$ cat src/rtl/temp_pkg.sv
// Shared definitions for the temperature path: reader FSM state codes and the
// default reading width also used by the averaging/display FSM.
package temp_pkg;

  localparam int TEMP_W_DEFAULT = 10;

  typedef logic [1:0] state_t;

  localparam state_t IDLE  = 2'd0;
  localparam state_t START = 2'd1;
  localparam state_t SHIFT = 2'd2;
  localparam state_t DONE  = 2'd3;

endpackage

$ cat src/rtl/temp_sensor_reader_sclk_gen.sv
// Serial clock generator: CLK_DIV-cycle half periods, cleared to low while not
// running. Ticks mark the first high cycle (rise) and last high cycle (fall).
module sclk_gen #(
  parameter int CLK_DIV = 4
) (
  input  logic clk,
  input  logic rst,
  input  logic run,
  output logic sclk,
  output logic rise_tick,
  output logic fall_tick,
  output logic half_end
);

  localparam int CNT_W = $clog2(CLK_DIV + 1);
  localparam logic [CNT_W-1:0] LAST = CNT_W'(CLK_DIV - 1);

  logic [CNT_W-1:0] cnt_reg;
  logic             sclk_reg;

  always_ff @(posedge clk or posedge rst) begin
    if (rst) begin
      cnt_reg  <= '0;
      sclk_reg <= 1'b0;
    end else if (!run) begin
      cnt_reg  <= '0;
      sclk_reg <= 1'b0;
    end else if (cnt_reg == LAST) begin
      cnt_reg  <= '0;
      sclk_reg <= ~sclk_reg;
    end else begin
      cnt_reg <= cnt_reg + 1'b1;
    end
  end

  // half_end: sclk toggles at the coming edge
  assign half_end  = run && (cnt_reg == LAST);
  assign rise_tick = run && sclk_reg && (cnt_reg == '0);
  assign fall_tick = half_end && sclk_reg;
  assign sclk      = sclk_reg;

endmodule

$ cat src/rtl/temp_sensor_reader.sv
// 3-wire serial temperature ADC reader. Optional feature macro TEMP_PARITY_EN
// appends a trailing even-parity bit to each frame and rejects bad frames.
module temp_sensor_reader
  import temp_pkg::*;
#(
  parameter int CLK_DIV    = 4,
  parameter int SAMPLE_GAP = 16,
  parameter int TEMP_W     = TEMP_W_DEFAULT
) (
  input  logic              clk,
  input  logic              rst,
  input  logic              enable,
  input  logic              sdata,
  output logic              sclk,
  output logic              cs_n,
  output logic [TEMP_W-1:0] temperature,
  output logic              sample_valid,
  output logic              parity_err
);

`ifdef TEMP_PARITY_EN
  localparam int PAR_BITS = 1;
`else
  localparam int PAR_BITS = 0;
`endif
  localparam int N     = TEMP_W + PAR_BITS;
  localparam int BIT_W = $clog2(N + 1);
  localparam int GAP_W = $clog2(SAMPLE_GAP + 1);

  state_t            state_reg, state_next;
  logic [GAP_W-1:0]  gap_reg;
  logic [GAP_W:0]    gap_inc;
  logic              gap_done;
  logic [BIT_W-1:0]  bit_reg;
  logic [N-1:0]      shift_reg;
  logic              cs_n_reg;
  logic [TEMP_W-1:0] temp_reg;
  logic              valid_reg;
  logic              perr_reg;
  logic              rise_tick, fall_tick, half_end;
  logic              load, frame_ok;
  logic [TEMP_W-1:0] frame_data;

  sclk_gen #(.CLK_DIV(CLK_DIV)) u_sclk_gen (
    .clk       (clk),
    .rst       (rst),
    .run       ((state_reg == START) || (state_reg == SHIFT)),
    .sclk      (sclk),
    .rise_tick (rise_tick),
    .fall_tick (fall_tick),
    .half_end  (half_end)
  );

  // The gap is complete once this IDLE cycle brings the count to SAMPLE_GAP
  assign gap_inc  = {1'b0, gap_reg} + 1'b1;
  assign gap_done = gap_inc >= (GAP_W + 1)'(SAMPLE_GAP);

  always_comb begin
    state_next = state_reg;
    case (state_reg)
      IDLE:    if (gap_done && enable) state_next = START;
      START:   if (half_end) state_next = SHIFT;
      SHIFT:   if (fall_tick && (bit_reg == BIT_W'(N))) state_next = DONE;
      DONE:    state_next = IDLE;
      default: state_next = IDLE;
    endcase
  end

  assign frame_data = shift_reg[N-1 -: TEMP_W];
`ifdef TEMP_PARITY_EN
  assign frame_ok = ~^shift_reg;
`else
  assign frame_ok = 1'b1;
`endif
  // Outputs are loaded on the edge entering DONE so they show during DONE
  assign load = (state_reg == SHIFT) && (state_next == DONE);

  always_ff @(posedge clk or posedge rst) begin
    if (rst) begin
      state_reg <= IDLE;
      gap_reg   <= '0;
      bit_reg   <= '0;
      shift_reg <= '0;
      cs_n_reg  <= 1'b1;
      temp_reg  <= '0;
      valid_reg <= 1'b0;
      perr_reg  <= 1'b0;
    end else begin
      state_reg <= state_next;
      cs_n_reg  <= !((state_next == START) || (state_next == SHIFT));
      valid_reg <= load && frame_ok;
      perr_reg  <= load && !frame_ok;
      if (load && frame_ok) temp_reg <= frame_data;

      if (state_reg == DONE)
        gap_reg <= '0;
      else if (state_reg == IDLE)
        gap_reg <= gap_done ? GAP_W'(SAMPLE_GAP) : gap_inc[GAP_W-1:0];

      if (state_reg != SHIFT)
        bit_reg <= '0;
      else if (rise_tick)
        bit_reg <= bit_reg + 1'b1;

      if (rise_tick) shift_reg <= {shift_reg[N-2:0], sdata};
    end
  end

  assign cs_n         = cs_n_reg;
  assign temperature  = temp_reg;
  assign sample_valid = valid_reg;
  assign parity_err   = perr_reg;

endmodule
$ cat config.mk
export PLATFORM = sky130hd
export DESIGN_NAME = temp_sensor_reader
export DESIGN_NICKNAME = d
export VERILOG_FILES = /design/src/rtl/temp_pkg.sv /design/src/rtl/temp_sensor_reader_sclk_gen.sv /design/src/rtl/temp_sensor_reader.sv
export SDC_FILE = /design/constraint.sdc
export NUM_CORES = 1
export LEC_CHECK = 0
export ABC_AREA = 1
export BUFFER_PORTS_ARGS = -buffer_cell sky130_fd_sc_hd__buf_4
export CAP_MARGIN = 25
export CELL_PAD_IN_SITES_DETAIL_PLACEMENT = 0
export CELL_PAD_IN_SITES_GLOBAL_PLACEMENT = 2
export CORE_ASPECT_RATIO = 1.2
export CORE_MARGIN = 3
export CORE_UTILIZATION = 38
export CTS_BUF_LIST = sky130_fd_sc_hd__clkbuf_16
export DETAILED_ROUTE_END_ITERATION = 8
export PLACE_DENSITY = 0.82
export SKIP_LAST_GASP = 1
export SYNTH_ARGS = -nofsm -noshare
export SYNTH_HDL_FRONTEND = slang
export SYNTH_HIERARCHICAL = 1
export SYNTH_SLANG_ARGS = --single-unit
$ cat constraint.sdc
create_clock -name clk -period 4.1 [get_ports clk]
set_clock_uncertainty 0.1 [all_clocks]
set_input_delay 0.205 -clock clk [delete_from_list [all_inputs] [get_ports clk]]
set_output_delay 0.205 -clock clk [all_outputs]
set_load 0.02 [all_outputs]
==> impl_summary.txt, run 1 <==
----------------------------------------------------
[Run status]
  Run status ... completed

[Clock network]
  CTS tree ... yes
  Maximum clock insertion buffer count ... 2
  Clock root buffer master ... clkbuf_16
  Clock insertion delay at the later pin of the skew report ... 0.28 ns
  Clock net sink count ... 37
  Post-CTS setup-driven buffer insertion count ... 0
  Clock-pin slew on the worst setup and hold paths ... 0.06 ns
  Maximum level of the CTS H-tree ... 2
  Number of buffers added by the clock tree synthesis step ... 5

[Yosys]
  Seq cells post-synth ... 37
  Synth Instances ... 190
  Synthesized net count ... about 200
  Average footprint of a synthesized cell ... 8.98 um2
  Netlist Area Pre-Place ... 0.00171 mm2
  Number of warnings reported in the yosys synthesis log ... 6
  Yosys cell types ... 26
  Register area share after synthesis ... 0.543

[Floorplanning]
  Floorplan die width ... 67.2 um
  Row count ... 26
  Height of the die ... 79.4 um
  Floorplan Core Area ... ~0.0043 mm2
  Die footprint ... about 0.0053 mm2
  Initial Utilization ... 0.397
  IO Count ... 18

[Critical path]
  Worst Path Required ... 4.18 ns
  Worst setup path start ... state_reg[1]
  Largest fanout on the critical path ... 21
  Critical register-to-register path endpoint ... temperature[4]
  FF-to-FF Start ... state_reg[1]
  Worst setup path category ... reg -> reg
  Count of cells along the worst register-to-register path ... 13
  Critical Path Sink ... temperature[4]
  CP Data Arrival Time ... 2.78 ns
  R2r setup slk ... 1.40 ns
  CP startpoint kind ... flip-flop
  Critical path endpoint category ... flip-flop

[Global routing]
  GRT Util Overall ... 0.144
  Aggregate global routing overflow ... 0
  Number of global-route vias before repair ... 1292
  Number of antenna violations at the first check in global routing ... 0
  Maximum number of pins on one net before global-route repair ... 26
  Global-route wire length before repair ... around 5.7 mm

[Drt]
  WL/cell ... 11.6 um
  Number of design rule violations left after detail routing ... 0
  Post-DR vias/cell ... 4.56
  Detailed Route Iter0 Violations ... 42
  Detailed-route via count ... 1218
  Number of search-and-repair iterations in the first detailed-routing pass ... 4
  Final wirelength ... between 3 and 4 mm
  Post-DRT Antenna Nets ... 0

[Place]
  Post-Place Cells ... 258
  PortBufs ... 16
  Placement-stage worst setup slack ... around 1.4 ns
  Placed wire-length estimate ... ~2.2 mm
  RD Place Congestion ... approximately 0.77

[Final layout]
  Antenna cells ... 0
  Final Instance Count excl. Fillers ... 267
  Area growth from synthesis to layout ... 22.2%
  Layout cells sized above 1 ... 0.175
  Fin nets ... around 230

[Flow run]
  Number of maximum-capacitance violations ... 0

[Timing]
  Min Tclk post-route ... 2.70 ns
  Worst relative slew slack ... 0.635
  FMAX ... around 370 MHz
  Least-Margin Pin Slew ... 0.546 ns
  Final critical-path share of the clock period ... 0.659
  Setup-violating endpoint count in the final report ... 0
  Setup repair after global routing missed its margin ... no
  Final worst slack ... 1.40 ns
  Post-route setup TNS ... 0 ns
  Pins Over Slew Limit ... 0
  Hold Vio Cnt, Final ... 0

[Pwr]
  Switching power of the nets ... 0.000156 W
  Power Density ... 420 mW/mm2
  Leak Pwr ... ~1.1 nW
  Internal ... 0.000720 W
  Seq pwr share ... 0.423
  VDD IR max ... 0.198 mV
  Clk pwr share ... 0.561
  Comb power frac ... 0.017
  Switching part of the total power ... 0.178
  Total chip power ... ~0.00088 W

[Hold path]
  Class of the tightest hold or removal check ... in -> reg

----------------------------------------------------
## cell usage in the layout, fill, tap and decap left out, drive strengths merged
cell type    count
a21oi            4
dfrtp           36
nand3            9
xor2             1
buf             18
nor3             3
clkbuf           5
ha              11
inv             33
nand2           42
dfstp            1
xnor2            1
nand4            1
o21a             1
dlygate4sd3      1
o21ai           27
clkinv           1
nor2            12
a211oi           1
conb             1
bufinv           2
## final cells by class
class                      count  area, um2
inverter                      33        124
tap                           56       70.1
multi-input combinational    114        629
clock buffer                   5        125
clock inverter                 3       65.1
sequential                    37        927
fill                         441       2210
timing repair buffer          19        145
## metrics by stage
step | area, um2 | hold WS (ns) | utilization
after detailed placement | 1890 | 0.0231 | 0.439
after floorplan | 1710 | -0.129 | -
final | 2090 | 0.0391 | 0.486
after CTS | 2090 | 0.0365 | 0.486
after global placement | 1890 | 0.0139 | 0.439
after global routing | 2090 | 0.0697 | 0.486
## synthesized netlist by cell type (all sizes together)
library cell | n | area share
o21a | 1 | 0.0044
nand2 | 42 | 0.098
xor2 | 1 | 0.0051
xnor2 | 1 | 0.0051
ha | 11 | 0.081
nor3 | 3 | 0.012
o21ai | 27 | 0.081
a211oi | 1 | 0.0044
nand3 | 9 | 0.029
dfstp | 1 | 0.015
inv | 33 | 0.073
dfrtp | 36 | 0.53
nand4 | 1 | 0.0037
conb | 1 | 0.0022
nor2 | 12 | 0.028
buf | 3 | 0.010
a21oi | 4 | 0.012
clkbuf | 3 | 0.0081
## worst max-delay path, stage by stage (launching register included)
cell     delay, ns
dfrtp_1       0.43
inv_1         0.10
ha_1          0.44
inv_1         0.12
nor3_2        0.17
nand3_1       0.08
o21ai_0       0.14
nand2_1       0.06
nand2_1       0.06
nand2_1       0.05
inv_1         0.07
ha_1          0.14
nand2_1       0.32
o21ai_0       0.31
## worst min-delay path by stage
stage               start                     to  slack, ns  depth (start not counted)
global route        sdata          frame_data[0]       0.07                          3
floorplan             rst  u_sclk_gen/cnt_reg[0]      -0.13                          1
CTS                 sdata          frame_data[0]       0.04                          3
finish              sdata          frame_data[0]       0.04                          3
global placement      rst  u_sclk_gen/cnt_reg[2]       0.01                          2
detailed placement    rst  u_sclk_gen/cnt_reg[0]       0.02                          2
## cells by family (layout without fill, tap and decap cells)
kind of cell	count (synthesis)	count (layout)	share of synthesized area
flip-flops	37	37	0.543
other	1	1	0.00220
AO/OA/AOI/OAI	33	33	0.102
buffers and inverters	39	60	0.0909
AND/OR/NAND/NOR	67	67	0.171
XOR/XNOR	2	2	0.0103
adder cells (fa/ha/maj)	11	11	0.0806
## power groups by stage
| stage | sequential (W) | combinational [W] | clock [W] |
|---|---|---|---|
| 5_1_grt | 0.000370 | 0.0000174 | 0.000521 |
| 4_1_cts | 0.000370 | 0.0000154 | 0.000503 |
| 2_1_floorplan | 0.000376 | 0.00000931 | 0 |
| 3_5_place_dp | 0.000377 | 0.0000147 | 0 |
| 3_3_place_gp | 0.000376 | 0.0000142 | 0 |
| 6_report | 0.000370 | 0.0000147 | 0.000491 |
## per-layer routing
| metal | share of wire | vias up | global-route usage |
|---|---|---|---|
| met5 | 0 | - | 0 |
| met4 | 0.020 | 0 | 0.0791 |
| met3 | 0.042 | 6 | 0.0437 |
| met2 | 0.50 | 20 | 0.229 |
| met1 | 0.44 | 568 | 0.171 |
| li1 | - | 624 | - |
## repair_timing
item,4_1_cts,5_1_grt
hold endpoints to repair,16,0
gates resized for setup,0,0
hold buffers,1,0
Power figures use the tool's default switching activity.
==> run 2, diff against run 1 <==
- CORE_UTILIZATION: 38 -> 32
- PLACE_DENSITY: 0.82 -> 0.74
- clock period: 4.1 -> 2.4 ns (I/O delays scaled with it)
==> run 2 against run 1 <==
Worst hold slack better by 0.11 ns. Wire length up 1.5%. Cell count up 3.4%. Critical path depth down 1. Global-route usage down 2.7 points. Clock power up 27%. Maximum frequency up 26%. Sequential share of layout area down 0.47 points. Sequential power up 71%. Largest cell class unchanged.
==> impl_summary.txt, run 2 (same netlist as run 1, synthesis figures left out) <==
----------------------------------------------------
[Run status]
  Run status ... completed

[Pwr]
  VDD IR max ... 0.390 mV (+96%)
  Leak Pwr ... 1.08 nW (+0.59%)
  Power Density ... 608 mW/mm2 (+45%)
  Total chip power ... 0.00128 W (+46%)

[Critical path]
  Largest fanout on the critical path ... 21 (unchanged)
  R2r setup slk ... 0.25 ns (-1.15 ns)
  Critical register-to-register path endpoint ... temperature[9]
  CP startpoint kind ... flip-flop
  Worst Path Required ... 2.49 ns (-1.69 ns)
  Count of cells along the worst register-to-register path ... 12 (-1)
  FF-to-FF Start ... state_reg[0]
  Worst setup path start ... state_reg[0]
  Critical path endpoint category ... flip-flop
  CP Data Arrival Time ... 2.24 ns (-0.54 ns)
  Worst setup path category ... reg -> reg

[Drt]
  Post-DRT Antenna Nets ... 0 (unchanged)
  Final wirelength ... 3.16 mm (+1.5%)
  Post-DR vias/cell ... 4.45 (-2.4%)
  Number of search-and-repair iterations in the first detailed-routing pass ... 4 (unchanged)
  WL/cell ... 11.4 um (-1.8%)
  Detailed-route via count ... 1229 (+0.90%)
  Number of design rule violations left after detail routing ... 0 (unchanged)
  Detailed Route Iter0 Violations ... 56 (+33%)

[Place]
  PortBufs ... 16 (unchanged)
  RD Place Congestion ... 0.767 (-0.57%)
  Post-Place Cells ... 265 (+2.7%)
  Placed wire-length estimate ... 2.29 mm (+1.8%)

[Global routing]
  Aggregate global routing overflow ... 0 (unchanged)
  Number of antenna violations at the first check in global routing ... 0 (unchanged)
  Maximum number of pins on one net before global-route repair ... 34 (+31%)
  GRT Util Overall ... 0.117 (-0.0267)
  Number of global-route vias before repair ... 1260 (-2.5%)
  Global-route wire length before repair ... 5.78 mm (+1.7%)

[Hold path]
  Hold depth ... 4 (+1)
  Class of the tightest hold or removal check ... in -> reg
  HP Start ... enable
  Hold Path End ... state_reg[1]

[Clock network]
  Clock root buffer master ... clkbuf_16
  CTS tree ... yes
  Clock-pin slew on the worst setup and hold paths ... 0.06 ns (about the same)
  Maximum level of the CTS H-tree ... 2 (unchanged)
  Clock insertion delay at the later pin of the skew report ... 0.27 ns (about the same)
  Clock net sink count ... 37 (unchanged)
  Maximum clock insertion buffer count ... 2 (unchanged)
  Number of buffers added by the clock tree synthesis step ... 5 (unchanged)

[Floorplanning]
  Floorplan Core Area ... 0.00504 mm2 (+17%)
  Die footprint ... 0.00625 mm2 (+17%)
  Floorplan die width ... 72.7 um (+8.2%)
  Row count ... 28 (+7.7%)
  IO Count ... 18 (unchanged)
  Height of the die ... 86 um (+8.3%)
  Initial Utilization ... 0.338 (-0.0591)

[Final layout]
  Core utilization of the finished layout ... 0.418 (-0.0678)
  Area used by multi-input combinational logic ... 642 um2 (+2.0%)
  Antenna cells ... 0 (unchanged)
  Commonest non-fill, non-tap cell in the layout ... nand2_1
  Layout cells sized above 1 ... 0.190 (+0.0145)
  # fillers ... 529 (+20%)
  Area growth from synthesis to layout ... 23.5%
  FF/Latch Area ... 927 um2 (unchanged)
  Most frequent cells in the layout ... 38 x nand2_1, 36 x dfrtp_1, 32 x inv_1
  Final Instance Count excl. Fillers ... 276 (+3.4%)
  Fin nets ... 230 (+2.2%)

[Timing]
  Setup-violating endpoint count in the final report ... 0 (unchanged)
  FMAX ... 465 MHz (+26%)
  Hold Vio Cnt, Final ... 0 (unchanged)
  Post-route setup TNS ... 0 ns (unchanged)
  Setup repair after global routing missed its margin ... no
  Pins Over Slew Limit ... 0 (unchanged)
  Min Tclk post-route ... 2.15 ns (-0.551 ns)
  Final critical-path share of the clock period ... 0.896 (+0.237)

[Flow run]
  Number of maximum-capacitance violations ... 0 (unchanged)

----------------------------------------------------
run 2: cell count changes in the layout (fill, tap and decap cells not counted), sizes merged:
cell / previous run / this run
buf: 18 / 22
bufinv: 2 / 0
clkinv: 1 / 3
dlygate4sd3: 1 / 2
run 2: timing repair:
item,CTS,global route
endpoints found under the hold margin,37,0
endpoints found under the setup margin,0,10
hold buffers,2,0
resized for setup,0,2
buffers inserted,0,1
run 2: where the power goes:
part	total [W]	switching (W)	internal (W)
clock	0.000624	0.000244	0.000381
combinational	0.0000262	0.0000180	0.00000819
sequential	0.000632	0.00000268	0.000629
total	0.00128	0.000264	0.00102
run 2: per-layer routing:
layer | vias up | global-route usage | part of all wire
li1 | 639 | - | -
met1 | 576 | 0.138 | 0.47
met2 | 12 | 0.203 | 0.50
met3 | 2 | 0.0363 | 0.026
met4 | 0 | 0.0352 | 0.0079
met5 | - | 0 | 0
run 2: worst max path at each step:
stage                          end  slack, ns  cells past startpoint
floorplan           temperature[0]       0.19                     15
global placement    temperature[2]       0.21                     15
detailed placement  temperature[4]       0.14                     15
CTS                 temperature[9]       0.12                     15
global route        temperature[3]      0.001                     16
finish              temperature[9]       0.25                     12
run 2: final cells by class:
class / instances / share of cell area
Inverter: 33 / 0.0588
Multi-Input combinational cell: 114 / 0.304
Sequential cell: 37 / 0.440
Clock buffer: 5 / 0.0593
Timing Repair Buffer: 24 / 0.0938
Tap cell: 60 / 0.0356
Clock inverter: 3 / 0.00831
run 2: critical path, stage by stage (launching register included):
cell and delay (ns):
dfrtp_1 0.39, inv_1 0.18, ha_4 0.24, inv_1 0.09
nor2_1 0.07, o21a_1 0.16, o21ai_0 0.15, nand2_1 0.12
ha_1 0.19, nand2_1 0.10, buf_12 0.15, nand2_1 0.05
o21ai_0 0.07
run 2: through the flow:
stage / worst slack [ns] / hold slack (ns) / area, um2
floorplan: 0.192 / -0.214 / 1710
global placement: 0.215 / -0.0747 / 1930
detailed placement: 0.144 / -0.0632 / 1930
CTS: 0.124 / 0.147 / 2090
global route: 0.00109 / 0.183 / 2110
finish: 0.250 / 0.151 / 2110
